`src/rtl/adder_scheduler_pkg.sv`:
```
// rtl/adder_scheduler_pkg.sv - shared constants and types for the adder scheduler
//
// Purpose: default geometry of the scheduler, the requester-ID width, the
// response FIFO entry layout and the credit counter type. The top module
// takes its parameter defaults from here, so the struct and credit widths
// below always match a default-parameter instance.
package adder_scheduler_pkg;

    localparam int N_REQ_DEF   = 4;
    localparam int WIDTH_DEF   = 8;
    localparam int LATENCY_DEF = 2;
    localparam int DEPTH_DEF   = 4;

    localparam int ID_W = $clog2(N_REQ_DEF);

    // Wide enough to hold the value DEPTH itself (all credits consumed).
    typedef logic [$clog2(DEPTH_DEF+1)-1:0] credit_t;

    typedef struct packed {
        logic [ID_W-1:0]      id;
        logic [WIDTH_DEF-1:0] sum;
        logic                 overflow;
    } rsp_entry_t;

endpackage

```
`src/rtl/adder_scheduler_rr_arbiter.sv`:
```
// rtl/adder_scheduler_rr_arbiter.sv - round-robin arbiter with one-hot grant
//
// Purpose: picks the first requester at or after (last+1) mod N that is
// requesting. The last-grant pointer moves only when the caller reports a
// completed transfer via advance.
// Ports:
//   clk, rst     clock, synchronous active-high reset (pointer -> N-1)
//   req          per-requester request
//   enable       when low no grant is given
//   advance      a transfer happened this cycle on the current grant
//   grant        one-hot grant (combinational)
//   grant_idx    binary index of the granted requester
module rr_arbiter #(
    parameter int N  = 4,
    parameter int IW = $clog2(N)
) (
    input  logic          clk,
    input  logic          rst,
    input  logic [N-1:0]  req,
    input  logic          enable,
    input  logic          advance,
    output logic [N-1:0]  grant,
    output logic [IW-1:0] grant_idx
);

    logic [IW-1:0] last;

    always_comb begin
        logic          found;
        logic [IW-1:0] idx;
        grant     = '0;
        grant_idx = '0;
        found     = 1'b0;
        idx       = '0;
        // Scan N positions starting just after the last winner; the last
        // position examined is the previous winner itself.
        for (int k = 1; k <= N; k++) begin
            idx = IW'((int'(last) + k) % N);
            if (!found && enable && req[idx]) begin
                grant[idx] = 1'b1;
                grant_idx  = idx;
                found      = 1'b1;
            end
        end
    end

    always_ff @(posedge clk) begin
        if (rst) begin
            last <= IW'(N - 1);
        end else if (advance) begin
            last <= grant_idx;
        end
    end

endmodule

```
`src/rtl/adder_scheduler.sv`:
```
// rtl/adder_scheduler.sv - round-robin sharing of one fixed-latency adder
//
// Purpose: arbitrates N_REQ operand requesters onto a single external adder,
// one issue per cycle, carries the requester ID alongside the adder pipeline
// and returns results in issue order through a credit-protected FIFO.
// Ports:
//   clk, rst                         clock, synchronous active-high reset
//   req_valid/req_ready              per-requester handshake (ready = grant)
//   req_a/req_b                      packed operands, requester i at [i*WIDTH +: WIDTH]
//   add_valid/add_a/add_b            registered issue to the adder
//   add_sum/add_overflow             adder result, LATENCY cycles after add_valid
//   rsp_valid/rsp_ready              response handshake at the FIFO head
//   rsp_id/rsp_sum/rsp_overflow      response payload
//   ovf_sticky                       any returned response had overflow
//   busy                             operations accepted but not yet returned
module adder_scheduler
    import adder_scheduler_pkg::*;
#(
    parameter int N_REQ   = N_REQ_DEF,
    parameter int WIDTH   = WIDTH_DEF,
    parameter int LATENCY = LATENCY_DEF,
    parameter int DEPTH   = DEPTH_DEF
) (
    input  logic                     clk,
    input  logic                     rst,
    input  logic [N_REQ-1:0]         req_valid,
    output logic [N_REQ-1:0]         req_ready,
    input  logic [N_REQ*WIDTH-1:0]   req_a,
    input  logic [N_REQ*WIDTH-1:0]   req_b,
    output logic                     add_valid,
    output logic [WIDTH-1:0]         add_a,
    output logic [WIDTH-1:0]         add_b,
    input  logic [WIDTH-1:0]         add_sum,
    input  logic                     add_overflow,
    output logic                     rsp_valid,
    input  logic                     rsp_ready,
    output logic [$clog2(N_REQ)-1:0] rsp_id,
    output logic [WIDTH-1:0]         rsp_sum,
    output logic                     rsp_overflow,
    output logic                     ovf_sticky,
    output logic                     busy
);

    localparam int IDW = $clog2(N_REQ);
    localparam int AW  = (DEPTH > 1) ? $clog2(DEPTH) : 1;

    function automatic logic [AW-1:0] next_ptr(input logic [AW-1:0] p);
        return (p == AW'(DEPTH - 1)) ? '0 : p + 1'b1;
    endfunction

    // ---------------- arbitration and credits ----------------
    logic [N_REQ-1:0] grant;
    logic [IDW-1:0]   grant_idx;
    credit_t          credits;
    logic             can_grant;
    logic             transfer;
    logic             pop;

    // Registered count only: a pop at full frees its credit one cycle later.
    assign can_grant = credits < credit_t'(DEPTH);
    assign req_ready = grant;
    assign transfer  = |(req_valid & grant);

    rr_arbiter #(.N(N_REQ), .IW(IDW)) u_arb (
        .clk       (clk),
        .rst       (rst),
        .req       (req_valid),
        .enable    (can_grant),
        .advance   (transfer),
        .grant     (grant),
        .grant_idx (grant_idx)
    );

    always_ff @(posedge clk) begin
        if (rst) begin
            credits <= '0;
        end else begin
            case ({transfer, pop})
                2'b10:   credits <= credits + 1'b1;
                2'b01:   credits <= credits - 1'b1;
                default: credits <= credits;
            endcase
        end
    end

    assign busy = (credits != '0);

    // ---------------- issue and ID pipeline ----------------
    logic [IDW-1:0] id_pipe  [LATENCY+1];
    logic [LATENCY:0] vld_pipe;
    logic           capture;

    always_ff @(posedge clk) begin
        if (rst) begin
            add_valid <= 1'b0;
            add_a     <= '0;
            add_b     <= '0;
        end else begin
            add_valid <= transfer;
            if (transfer) begin
                add_a <= req_a[grant_idx*WIDTH +: WIDTH];
                add_b <= req_b[grant_idx*WIDTH +: WIDTH];
            end
        end
    end

    // Stage 0 lines up with add_valid; stage LATENCY lines up with add_sum.
    // Clearing the valid bits on reset is what makes late adder outputs harmless.
    always_ff @(posedge clk) begin
        if (rst) begin
            vld_pipe <= '0;
            for (int k = 0; k <= LATENCY; k++) id_pipe[k] <= '0;
        end else begin
            vld_pipe[0] <= transfer;
            id_pipe[0]  <= grant_idx;
            for (int k = 1; k <= LATENCY; k++) begin
                vld_pipe[k] <= vld_pipe[k-1];
                id_pipe[k]  <= id_pipe[k-1];
            end
        end
    end

    assign capture = vld_pipe[LATENCY];

    // ---------------- response FIFO ----------------
    rsp_entry_t     mem [DEPTH];
    rsp_entry_t     head;
    logic [AW-1:0]  wr_ptr;
    logic [AW-1:0]  rd_ptr;
    credit_t        fill;

    assign rsp_valid = (fill != '0);
    assign pop       = rsp_valid & rsp_ready;

    // Credits bound occupancy to DEPTH, so capture never meets a full FIFO.
    always_ff @(posedge clk) begin
        if (capture) begin
            mem[wr_ptr] <= '{id: id_pipe[LATENCY], sum: add_sum, overflow: add_overflow};
        end
    end

    always_ff @(posedge clk) begin
        if (rst) begin
            wr_ptr <= '0;
            rd_ptr <= '0;
            fill   <= '0;
        end else begin
            if (capture) wr_ptr <= next_ptr(wr_ptr);
            if (pop)     rd_ptr <= next_ptr(rd_ptr);
            case ({capture, pop})
                2'b10:   fill <= fill + 1'b1;
                2'b01:   fill <= fill - 1'b1;
                default: fill <= fill;
            endcase
        end
    end

    assign head         = mem[rd_ptr];
    assign rsp_id       = head.id;
    assign rsp_sum      = head.sum;
    assign rsp_overflow = head.overflow;

    always_ff @(posedge clk) begin
        if (rst) begin
            ovf_sticky <= 1'b0;
        end else if (pop && rsp_overflow) begin
            ovf_sticky <= 1'b1;
        end
    end

endmodule

```
`config.mk`:
```
export PLATFORM = sky130hd
export DESIGN_NAME = adder_scheduler
export DESIGN_NICKNAME = d
export VERILOG_FILES = /design/src/rtl/adder_scheduler_pkg.sv /design/src/rtl/adder_scheduler_rr_arbiter.sv /design/src/rtl/adder_scheduler.sv
export SDC_FILE = /design/constraint.sdc
export NUM_CORES = 1
export LEC_CHECK = 0
export BUFFER_PORTS_ARGS = -buffer_cell sky130_fd_sc_hd__buf_2
export CELL_PAD_IN_SITES_DETAIL_PLACEMENT = 0
export CELL_PAD_IN_SITES_GLOBAL_PLACEMENT = 2
export CORE_UTILIZATION = 32
export DETAILED_ROUTE_END_ITERATION = 12
export PLACE_DENSITY_LB_ADDON = 0.1
export SYNTH_ARGS = -nofsm -noshare
export SYNTH_HDL_FRONTEND = slang
export SYNTH_SLANG_ARGS = --single-unit
```
`constraint.sdc`:
```
create_clock -name clk -period 3.73 [get_ports clk]
set_input_delay 0 -clock clk [delete_from_list [all_inputs] [get_ports clk]]
set_output_delay 0 -clock clk [all_outputs]
set_load 0.005 [all_outputs]
```
# Word-level counts from Yosys, hierarchy flattened
# Memories as Yosys holds them, arrays and structs flattened. A register that Yosys moved wholly into a read port is not among the register bits.
# Cells that the tools add are included.
# op_classes
n_addsub	10
magnitude_cmp	9
eq_ne	6
shifts	2
mux	41
bitwise	8
reduce_logical	20
# ops
cell	n
indexed part select 32 x 6 -> 8 bit	2
two-way mux 2 bit	11
two-way mux 1 bit	16
two-way mux 4 bit	4
logical AND 1 bit	12
< comparator 2 x 3 -> 1 bit, second input constant	4
OR 4 bit	3
case mux 3 bit (2 select lines)	2
adder 2 x 1 -> 2 bit, second input constant	4
binary-select mux 1 bit (select 2 bit)	4
demux 1 bit (select 2 bit)	4
equality test 2 bit, second input constant	4
>= comparator 2 x 1 -> 1 bit, second input constant	4
adder 3 x 1 -> 3 bit, second input constant	2
nonzero test 3 bit	2
subtractor 3 x 1 -> 3 bit, second input constant	2
adder 2 bit, second input constant	2
bitwise AND 4 bit	1
equality test 2 x 1 -> 1 bit, second input constant	2
nonzero test 2 bit	2
OR reduction 4 bit	1
zero test 1 bit	3
< comparator 3 bit, second input constant	1
OR 1 bit	3
bitwise AND 1 bit	1
# word_totals
register_bits	33
ram_bits	50
inputBits	80
out_inout_bits	35
word_cells	108
n_memories	2
# mem_list
name	words	word_bits	read_ports	rd_ports_with_merged_regs	write_ports	line_no	rtl
mem	4	11	1	1	1	adder_scheduler.sv:126	rsp_entry_t mem [DEPTH];
id_pipe	3	2	3	0	3	adder_scheduler.sv:89	logic [IDW-1:0] id_pipe [LATENCY+1];

# Depth between registers and ports, before layout
# Gate-level depths: netlist of the first run.
# depth
word_depth	21
depth_mapped	17

# By module
# From an unflattened synthesis of the first run, not the netlist that was laid out.
# unflattened
cells_unflattened	310
area_unflattened_um2	4112.7
# by_module_without_submodules
mod	instances	cells_each	area_per_inst_um2	seq_area_each_um2
adder_scheduler	1	244	3519.6	2082.0
rr_arbiter	1	66	593.1	40.0

# Worst setup path after synthesis of the first run
# OpenSTA, ideal clock, no wires.
# synth_path
kind	register to register
from	register u_arb.last[0]
to	register credits[2]
arrival_time_ns	3.958
required_time_ns	3.659
slack_ns	-0.299
stages_incl_launch_ff	18
n_path_buf	3
period_less_slack_ns	4.029
cell_sequence	dfxtp_1 > buf_6 > inv_1 > ha_1 > buf_4 > mux4_2 > nand2_1 > a2111oi_0 > a2111oi_1 > nand3_1 > buf_4 > inv_1 > ha_1 > inv_1 > fa_1 > xor2_1 > or3_1 > a21oi_1
# synth_between
elab_chain_cells	21
word_cells_on_any_way	58
classes_between	add/sub (4); order compare (8); eq/ne (2); mux (24); bitwise (4); reduce/logical (16)
# synth_rtl
element	line_no	rtl
start, declared	adder_scheduler_rr_arbiter.sv:26	logic [IW-1:0] last;
start signal, assigned	adder_scheduler_rr_arbiter.sv:49	last <= IW'(N - 1);
start signal, assigned	adder_scheduler_rr_arbiter.sv:51	last <= grant_idx;
parallel branches: the longest is 16 deep, another holds < comparator 2 x 3 -> 1 bit	-	
two-way mux 4 bit *	adder_scheduler_rr_arbiter.sv:39	if (!found && enable && req[idx]) begin
bitwise AND 4 bit *	adder_scheduler.sv:62	assign transfer = |(req_valid & grant);
OR reduction 4 bit *	adder_scheduler.sv:62	
equality test 2 x 1 -> 1 bit / equality test 2 bit (equally long branches)	adder_scheduler.sv:78	case ({transfer, pop})
case mux 3 bit (2 select lines) / nonzero test 2 bit (equally long branches)	-	
end signal, assigned	adder_scheduler.sv:79	2'b10: credits <= credits + 1'b1;
end signal, assigned	adder_scheduler.sv:80	2'b01: credits <= credits - 1'b1;
end signal, assigned	adder_scheduler.sv:81	default: credits <= credits;
end, declared	adder_scheduler.sv:54	credit_t credits;
# Every way passes the cells marked *. The select of a mux whose other input is x is not followed.
# A chain may end at the register's enable or synchronous reset.

# Worst setup path in the final report of the first run
# Same ends and word-level chain as after synthesis.

==> flow_metrics.py, run 1 <==
metrics = {
    "floorplan": {
        "fp.dieW_um": 118,
        "io_pins": 115,
        "coreArea_um2": 13200,
        "initial_core_util_pct": 32.7,
        "die_h_um": 118,
        "die-area_um2": 14000,
        "std_cell_rows": 42,
    },
    "clock_tree": {
        "cts_buffer_depth": 2,
        "path_clk_slew_ns": 0.06,
        "numClockSinks": 84,
        "root_buffer": "clkbuf_16",
        "cts_tree": "yes",
        "clk_latency_ns": 0.33,
        "htree_levels": 3,
        "cts_made_buffers": 9,
    },
    "worst_setup_path": {
        "cp-end-kind": "flip-flop",
        "crit_fanout": 7,
        "timing.rr.start": "u_arb.last[0]",
        "crit_required_ns": 3.99,
        "critical_path_arrival_ns": 3.70,
        "r2r-end": "credits[2]",
        "reg2reg_slack_ns": 0.29,
        "startpoint_type": "flip-flop",
        "worst-setup-path-type": "reg -> reg",
        "r2r_cells": 14,
    },
    "layout": {
        "nets": 541,
        "syn2layout_area_growth_pct": 25.0,
        "final_util_pct": 40.9,
        "finalInstanceArea_um2": 5420,
        "diodes": 0,
        "drive_gt1_share_pct": 40.1,
        "fillers": 1309,
    },
    "routing": {
        "initialDrtViolationCount": 259,
        "ant_nets": 0,
        "wire_per_inst_um": 15.5,
        "detail_route.first_pass.iterations": 4,
        "dr_total_vias": 3094,
        "viasPerCell": 4.95,
        "drc": 0,
        "drt_wl_total_um": 9690,
    },
    "sta": {
        "setup_ws_ns": 0.292,
        "final.setup_skew_ns": 0.00564,
        "finalHoldViolCount": 0,
        "worst_slew_pin_slew_ns": 0.927,
        "maxSlewHeadroom_pct": 37.8,
        "min_period_over_period_pct": 92.2,
        "setup_viol": 0,
        "slew_viol_final": 0,
        "tns_ns": 0,
        "fin_crit_ns": 3.44,
        "whs_ns": 0.0526,
        "fmax_mhz": 291,
    },
    "logic_synthesis": {
        "yosysWarningCount": 0,
        "synth_nets": 421,
        "netlist_instances": 324,
        "async_reset_ff_share_pct": 0,
        "synth_edf_count": 44,
        "synth_area_um2": 4340,
        "synth_area_per_cell_um2": 13.4,
        "yosys.cell_types.count": 53,
        "ys_ff_latch": 84,
        "synth_seq_area_share_pct": 48.9,
        "synth_top_flop_cell": "edfxtp_1",
    },
    "power": {
        "power.leakage_nw": 2.17,
        "power_density_nw_per_um2": 714,
        "ir_drop_uv": 282,
    },
    "min_path": {
        "hold_depth": 4,
        "hold_class": "in -> reg",
        "min_from": "rsp_ready",
        "whs_endpoint": "rd_ptr[1]",
    },
    "placement": {
        "hpwl_um": 6650,
        "gp_congestion": 0.847,
        "post-place-ws_ns": 0.165,
        "dpl-instance-area_um2": 5030,
        "port_buffers": 114,
    },
    "flow_run": {
        "maxCapViolCount": 0,
    },
    "grt": {
        "grt_max_degree": 37,
        "track_usage_pct": 14.4,
        "grt_pass1_wl_um": 15600,
        "grt_antenna_before_repair": 0,
        "grt_pass1_vias": 3080,
        "gr-total-overflow": 0,
    },
    "outcome": {
        "status": "complete, no violations",
    },
}
[metrics by stage]
| stage | total power, mW | instances |
|---|---|---|
| 2_1_floorplan | 2.64 | 324 |
| 3_3_place_gp | 3.08 | 597 |
| 3_5_place_dp | 3.07 | 597 |
| 4_1_cts | 3.90 | 622 |
| 5_1_grt | 4.13 | 625 |
| 6_report | 3.87 | 625 |
[worst max-delay path, stage by stage (launching register included)]
cell,delay [ns]
dfxtp_4,0.37
inv_6,0.05
ha_4,0.30
mux4_2,0.55
nand2_1,0.09
a2111oi_1,0.08
a2111oi_1,0.51
nand3_1,0.16
inv_1,0.09
ha_2,0.18
inv_1,0.05
fa_2,0.33
xor2_1,0.16
or3_1,0.30
a21oi_1,0.14
[where the power goes]
| group | leakage [nW] | switching [mW] | internal (mW) | total [mW] |
|---|---|---|---|---|
| registers | 0.725 | 0.0986 | 1.15 | 1.24 |
| clock network | 0.132 | 0.361 | 0.451 | 0.813 |
| logic | 1.31 | 0.907 | 0.907 | 1.81 |
| total | 2.17 | 1.37 | 2.50 | 3.87 |
[state kept, by name (all words and copies together), names as in the netlist, 3 cells and up, named ones only]
signal,flops
id_pipe,6
mem,44
add_b,8
fill,3
add_a,8
credits,3
vld_pipe,3
[how the worst max path moves through the flow]
stage	startpoint	to	slack, ns	depth (start not counted)
2_1_floorplan	u_arb.last[0]	credits[2]	0.001	17
3_3_place_gp	u_arb.last[0]	credits[2]	0.16	14
3_5_place_dp	u_arb.last[0]	credits[2]	0.17	14
4_1_cts	u_arb.last[0]	credits[2]	0.13	14
5_1_grt	u_arb.last[0]	credits[2]	-0.002	14
6_report	u_arb.last[0]	credits[2]	0.29	14
[synth_stat cells (all sizes together) (7+ instances only)]
master   n  area, µm²
nor4    16        100
and2     7       43.8
nor2    14       52.6
mux2i    7       70.1
a31o    16        140
ha      15        188
mux4    31        724
nand2   25       93.8
buf     16        145
a21oi    8       40.0
inv     18       67.6
nor2b    7       43.8
edfxtp  44       1320
dfxtp   40        801
[metal layers]
layer	GRT usage, %	routed length, µm	part of all wire (%)	up-vias
met5	0	0	0	-
met4	4.35	119	1.2	0
met3	4.78	586	6.0	9
met2	23.3	4610	48	102
met1	18.2	4370	45	1478
li1	-	-	-	1505
[placed cells by master, fill, tap and decap left out, types with 7 or more instances in the layout]
| cell | count |
|---|---|
| dfxtp_1 | 38 |
| buf_2 | 114 |
| mux2i_1 | 7 |
| a31o_1 | 8 |
| nor2b_1 | 7 |
| a21oi_1 | 8 |
| mux4_2 | 24 |
| ha_1 | 13 |
| edfxtp_1 | 44 |
| nor2_1 | 14 |
| buf_4 | 7 |
| clkbuf_16 | 9 |
| inv_1 | 16 |
| a31o_2 | 8 |
| nor4_1 | 16 |
| dlygate4sd3_1 | 9 |
| nand2_1 | 25 |
| and2_1 | 7 |
| mux4_1 | 7 |
[layout make-up]
| class | count | area [µm²] | share of cell area [%] |
|---|---|---|---|
| inverters | 19 | 76.3 | 1.41 |
| multi-input cells | 199 | 2000 | 36.8 |
| flip-flops and latches | 84 | 2130 | 39.2 |
| clock buffers | 10 | 229 | 4.22 |
| repair buffers | 131 | 733 | 13.5 |
| well taps | 176 | 220 | 4.06 |
| clock inverters | 6 | 38.8 | 0.716 |
[repair_timing]
action                                  CTS  global route
hold buffers                              9             0
setup buffers                             0             3
endpoints found under the setup margin    0             2
endpoints found under the hold margin    36             0
gates resized for setup                   0             3
[cell families (layout without fill, tap and decap cells)]
group | Yosys count | after routing | share of synthesized area, %
xor gates and xnor gates | 4 | 4 | 0.808
adders and majority gates | 17 | 17 | 5.25
muxes | 40 | 40 | 18.8
buffers and inverters | 41 | 166 | 5.74
AOI/OAI and AO/OA | 51 | 51 | 9.64
DFF | 84 | 84 | 48.9
and+or+nand+nor | 87 | 87 | 10.8
No activity file was read; power rests on OpenSTA's default activity.
==> inputs of run 2 (changes only) <==
- BUFFER_PORTS_ARGS: -buffer_cell sky130_fd_sc_hd__buf_2 -> -buffer_cell sky130_fd_sc_hd__clkbuf_2
- CTS_CLUSTER_DIAMETER: not set -> 100
==> run 2 against run 1 <==
Effect of this change: hold slack gained 0.016 ns; core utilization rose by 0.53 points; critical path type unchanged; routed wire length increased by 0.95%; combinational power about the same; design area grew 1.3%; fmax fell by 1.5%; global-route usage down 0.15 points; via count rose by 1.5%; count of clock-buffer cells in the layout decreased by 1.
==> flow_metrics.py, run 2 (synthesized netlist as in run 1, its figures left out) <==
metrics = {
    "outcome": {
        "status": "complete, no violations",
    },
    "layout": {
        "layout_common_cells": "clkbuf_2 (114), edfxtp_1 (44), dfxtp_1 (38)",
        "fillers": 1250,
        "largest_registers": "mem x44, add_a x8, add_b x8",
        "stdcell_count": 625,
        "syn2layout_area_growth_pct": 26.6,
        "mostFrequentLayoutCell": "clkbuf_2",
        "regMostFlops": "mem",
        "largest_register_ffs": 44,
        "drive_gt1_share_pct": 41.0,
        "nets": 541,
        "diodes": 0,
    },
    "worst_setup_path": {
        "cp-endpoint": "credits[2]",
        "r2r_cells": 14,
        "crit_required_ns": 3.99,
        "timing.rr.start": "u_arb.last[0]",
        "reg2reg_slack_ns": 0.24,
        "startpoint_type": "flip-flop",
        "cp-end-kind": "flip-flop",
        "worst-setup-path-type": "reg -> reg",
        "startpoint": "u_arb.last[0]",
        "crit_fanout": 14,
        "critical_path_arrival_ns": 3.75,
        "r2r-end": "credits[2]",
    },
    "power": {
        "pwr-share-clk_pct": 24.2,
        "pwr-share-seq_pct": 31.2,
        "netSwitchingFraction_pct": 34.6,
        "power.share.combinational_pct": 44.7,
        "power.leakage_nw": 2.21,
        "p_int_mw": 2.66,
        "power_density_nw_per_um2": 740,
        "ir_drop_uv": 241,
        "p_switching_mw": 1.40,
    },
    "clock_tree": {
        "htree_levels": 3,
        "path_clk_slew_ns": 0.07,
        "cts_tree": "yes",
        "clk_latency_ns": 0.33,
        "numClockSinks": 84,
        "cts_buffer_depth": 2,
        "cts_made_buffers": 9,
        "root_buffer": "clkbuf_16",
    },
    "sta": {
        "finalHoldViolCount": 0,
        "final.setup_skew_ns": 0.00766,
        "rsz0062_at_grt": "false",
        "worst_slew_pin_slew_ns": 0.969,
        "whs_ns": 0.0681,
        "min_period_over_period_pct": 93.6,
        "fmax_mhz": 286,
        "maxSlewHeadroom_pct": 35.0,
        "setup_viol": 0,
        "slew_viol_final": 0,
        "fin_crit_ns": 3.49,
        "tns_ns": 0,
    },
    "floorplan": {
        "std_cell_rows": 42,
        "die_h_um": 118,
        "coreArea_um2": 13200,
        "initial_core_util_pct": 32.7,
        "fp.dieW_um": 118,
        "die-area_um2": 14000,
        "io_pins": 115,
    },
    "routing": {
        "drc": 0,
        "detail_route.first_pass.iterations": 4,
        "dr_total_vias": 3140,
        "wire_per_inst_um": 15.6,
        "ant_nets": 0,
        "viasPerCell": 5.02,
        "initialDrtViolationCount": 239,
        "drt_wl_total_um": 9780,
    },
    "placement": {
        "gp_congestion": 0.846,
        "place_inst": 597,
        "port_buffers": 114,
        "hpwl_um": 6680,
    },
    "grt": {
        "track_usage_pct": 14.2,
        "grt_max_degree": 37,
        "gr-total-overflow": 0,
        "grt_antenna_before_repair": 0,
        "grt_pass1_vias": 2990,
        "grt_pass1_wl_um": 15500,
    },
    "min_path": {
        "hold_class": "in -> reg",
    },
    "flow_run": {
        "maxCapViolCount": 0,
    },
}
run 2: changes by cell type in the layout (fill, tap and decap cells not counted), sizes merged:
cell	previous run	this run
inv	20	22
buf	122	8
clkinv	5	2
clkbuf	10	123
bufinv	0	2
run 2: cell type report:
class | instances | area (µm²) | area share (%)
flip-flops and latches | 84 | 2130 | 38.7
multi-input cells | 199 | 2010 | 36.5
repair buffers | 131 | 733 | 13.4
clock buffers | 9 | 225 | 4.10
well taps | 176 | 220 | 4.01
clock inverters | 7 | 103 | 1.87
inverters | 19 | 76.3 | 1.39
run 2: routing by layer:
metal / GRT usage, % / up-vias / routed length [µm]
met5: 0 / - / 0
met4: 4.59 / 0 / 80
met3: 3.47 / 7 / 466
met2: 22.5 / 89 / 4590
met1: 19.2 / 1534 / 4640
li1: - / 1510 / -
run 2: critical path, stage by stage, from the launching register on:
cell,delay [ns]
dfxtp_4,0.49
inv_6,0.07
ha_4,0.31
mux4_2,0.58
nand3b_1,0.19
a2111oi_1,0.57
a2111oi_2,0.10
nand3_1,0.12
inv_1,0.05
ha_2,0.18
inv_1,0.07
fa_2,0.19
xor2_1,0.06
or3_1,0.31
a21oi_1,0.12
run 2: how the worst min path moves through the flow:
stage / startpoint / end / slack (ns) / depth (start not counted)
floorplan: add_overflow / mem[0][0] / 0.1 / 0
global placement: add_sum[4] / mem[1][5] / 0.22 / 1
detailed placement: add_sum[0] / mem[1][1] / 0.23 / 1
CTS: rsp_ready / rd_ptr[1] / 0.06 / 4
global route: req_a[26] / add_a[2] / 0.1 / 3
finish: rsp_ready / rd_ptr[1] / 0.07 / 4
run 2: power by group through the flow:
stage                     logic [mW]  registers [mW]  clock network [mW]
final                           1.81            1.27               0.982
after global routing            1.99            1.29                1.05
after CTS                       1.80            1.27                1.00
after detailed placement        1.78            1.29                   0
after global placement          1.80            1.28                   0
after floorplan                 1.38            1.26                   0
run 2: repair_timing:
| item | CTS | global route |
|---|---|---|
| endpoints found under the setup margin | 0 | 1 |
| hold buffers | 9 | 0 |
| resized for setup | 0 | 4 |
| setup buffers | 0 | 3 |
| endpoints found under the hold margin | 36 | 0 |
run 2: stage by stage:
step                      setup WS (ns)  cell area (µm²)  util, %  total power, mW
after floorplan                 0.00130             4380        -             2.64
after global placement            0.158             5030     38.0             3.08
after detailed placement         0.0872             5030     38.0             3.07
after CTS                        0.0606             5450     41.2             4.07
after global routing             0.0220             5490     41.5             4.33
final                             0.239             5490     41.5             4.06
==> inputs of run 3 (changes only) <==
- CAP_MARGIN: not set -> 20
- CORE_UTILIZATION: 32 -> 31
- SYNTH_HIERARCHICAL: not set -> 1
==> run 3 against run 2 <==
Effect of this change: core utilization decreased by 0.45 points; synthesized cell count decreased by 4.3%; final cell count decreased by 1.8%; largest cell class unchanged.
==> flow_metrics.py, run 3 <==
metrics = {
    "layout": {
        "nets": 533,
        "regMostFlops": "mem",
        "fillers": 1251,
        "drive_gt1_share_pct": 39.6,
        "mostFrequentLayoutCell": "clkbuf_2",
        "largest_registers": "mem x44, add_a x8, add_b x8",
        "diodes": 0,
        "layout_common_cells": "clkbuf_2 (114), edfxtp_1 (44), dfxtp_1 (38)",
        "largest_register_ffs": 44,
        "syn2layout_area_growth_pct": 27.4,
    },
    "power": {
        "power.share.combinational_pct": 45.1,
        "p_int_mw": 2.46,
        "p_switching_mw": 1.35,
        "pwr-share-seq_pct": 32.8,
        "netSwitchingFraction_pct": 35.5,
        "power_density_nw_per_um2": 727,
        "power.leakage_nw": 2.08,
        "pwr-share-clk_pct": 22.1,
        "ir_drop_uv": 342,
    },
    "logic_synthesis": {
        "yosysMostFrequentCell": "edfxtp_1",
        "synth_seq_area_share_pct": 51.6,
        "netlist_top_cells_area": "edfxtp_1 (32%), dfxtp_1 (19%), mux4_2 (11%), mux4_1 (6.4%), ha_1 (4.3%)",
        "synth_top_flop_cell": "edfxtp_1",
        "yosys.cell_types.count": 42,
        "synth_top_area_share_pct": 32.1,
        "synth_nets": 406,
        "synth_top_cells_by_count": "edfxtp_1 (44), dfxtp_1 (40), a21oi_1 (25)",
        "netlist_instances": 310,
        "synth_area_per_cell_um2": 13.3,
        "synth_area_um2": 4110,
        "synth_top_cell_by_area": "edfxtp_1",
        "async_reset_ff_share_pct": 0,
        "ys_ff_latch": 84,
        "synth_edf_count": 44,
        "yosysWarningCount": 6,
    },
    "sta": {
        "fmax_mhz": 284,
        "setup_viol": 0,
        "fin_crit_ns": 3.52,
        "final.setup_skew_ns": 0.00803,
        "tns_ns": 0,
        "worst_slew_pin_slew_ns": 0.847,
        "min_period_over_period_pct": 94.4,
        "maxSlewHeadroom_pct": 43.5,
        "setup_ws_ns": 0.208,
        "rsz0062_at_grt": "false",
        "finalHoldViolCount": 0,
        "slew_viol_final": 0,
    },
    "worst_setup_path": {
        "r2r_cells": 14,
        "startpoint_type": "flip-flop",
        "reg2reg_slack_ns": 0.21,
        "worst-setup-path-type": "reg -> reg",
        "cp-end-kind": "flip-flop",
        "r2r-end": "credits[2]",
        "crit_required_ns": 3.98,
        "critical_path_arrival_ns": 3.78,
        "crit_fanout": 9,
        "timing.rr.start": "u_arb/last[0]",
    },
    "min_path": {
        "hold_class": "in -> reg",
        "hold_depth": 4,
        "min_from": "rsp_ready",
    },
    "floorplan": {
        "io_pins": 115,
        "std_cell_rows": 41,
        "die-area_um2": 13700,
        "initial_core_util_pct": 32.2,
        "fp.dieW_um": 117,
        "die_h_um": 117,
        "coreArea_um2": 12800,
    },
    "clock_tree": {
        "cts_tree": "yes",
        "root_buffer": "clkbuf_16",
        "numClockSinks": 84,
        "htree_levels": 3,
        "clk_latency_ns": 0.34,
        "cts_made_buffers": 9,
        "path_clk_slew_ns": 0.07,
        "cts_buffer_depth": 2,
    },
    "routing": {
        "drc": 0,
        "detail_route.first_pass.iterations": 4,
        "initialDrtViolationCount": 125,
        "ant_nets": 0,
        "drt_wl_total_um": 9190,
        "dr_total_vias": 2954,
        "viasPerCell": 4.81,
        "wire_per_inst_um": 15.0,
    },
    "grt": {
        "gr-total-overflow": 0,
        "grt_pass1_wl_um": 14200,
        "grt_pass1_vias": 2791,
        "grt_antenna_before_repair": 0,
        "grt_max_degree": 39,
        "track_usage_pct": 14.0,
    },
    "placement": {
        "port_buffers": 114,
        "hpwl_um": 6430,
        "post-place-ws_ns": 0.155,
        "gp_congestion": 0.807,
    },
    "outcome": {
        "status": "complete, no violations",
    },
    "flow_run": {
        "maxCapViolCount": 0,
    },
}
run 3: repair_timing:
item,4_1_cts,5_1_grt
endpoints found under the hold margin,36,0
setup endpoints to repair,0,1
hold buffers,9,0
resized for setup,0,2
setup buffers,0,2
run 3: worst max-delay path by stage:
| stage | startpoint | endpoint | slack, ns |
|---|---|---|---|
| after detailed placement | u_arb/last[0] | credits[2] | 0.15 |
| after floorplan | u_arb/last[0] | credits[2] | 0.01 |
| after CTS | u_arb/last[0] | credits[2] | 0.13 |
| after global placement | u_arb/last[0] | credits[2] | 0.23 |
| final | u_arb/last[0] | credits[2] | 0.21 |
| after global routing | u_arb/last[0] | credits[2] | 0.01 |
run 3: cell type report:
| cell class | instances | area [µm²] | area share, % |
|---|---|---|---|
| clock inverters | 7 | 57.6 | 1.10 |
| well taps | 172 | 215 | 4.11 |
| inverters | 16 | 60.1 | 1.15 |
| clock buffers | 9 | 225 | 4.30 |
| multi-input cells | 192 | 1810 | 34.6 |
| flip-flops and latches | 84 | 2130 | 40.6 |
| repair buffers | 134 | 743 | 14.2 |
run 3: cells by family after synthesis:
kind of cell | Yosys count | share of synthesized area, %
flops | 84 | 51.6
compound gates | 73 | 10.5
simple gates | 64 | 8.31
mux | 35 | 18.9
buf+inv | 34 | 4.59
fa+ha+maj | 16 | 5.23
xor+xnor | 4 | 0.852
run 3: power groups by stage:
stage | sequential (mW) | combinational (mW) | clock, mW
after floorplan | 1.25 | 1.26 | 0
after global placement | 1.27 | 1.72 | 0
after detailed placement | 1.27 | 1.71 | 0
after CTS | 1.26 | 1.73 | 0.866
after global routing | 1.28 | 1.90 | 0.917
final | 1.25 | 1.72 | 0.841
run 3: worst max-delay path, cell delays in order (launching register included):
cell and delay (ns):
dfxtp_4 0.41, buf_4 0.17, mux4_2 0.50, nor2b_4 0.14, and3_1 0.24, a22oi_1 0.24, o21ai_2 0.10, a22o_1 0.28
nor2_4 0.14, ha_2 0.19, inv_1 0.05, fa_1 0.37, xor2_1 0.16, or3_1 0.31, a21oi_1 0.14
run 3: routing by layer:
layer	share of wire (%)	global-route usage [%]	vias up
met5	0	0	-
met4	1.0	5.06	0
met3	7.7	5.41	10
met2	49	22.5	100
met1	43	17.2	1405
li1	-	-	1439
run 3: through the flow:
stage	util, %	instances	area, µm²	hold WS (ns)	total power, mW
after floorplan	-	310	4130	0.0947	2.51
final	41.0	614	5240	0.0546	3.81
after global routing	41.0	614	5240	0.121	4.10
after detailed placement	38.0	587	4850	0.230	2.98
after global placement	38.0	587	4850	0.223	2.99
after CTS	40.9	612	5220	0.0460	3.85
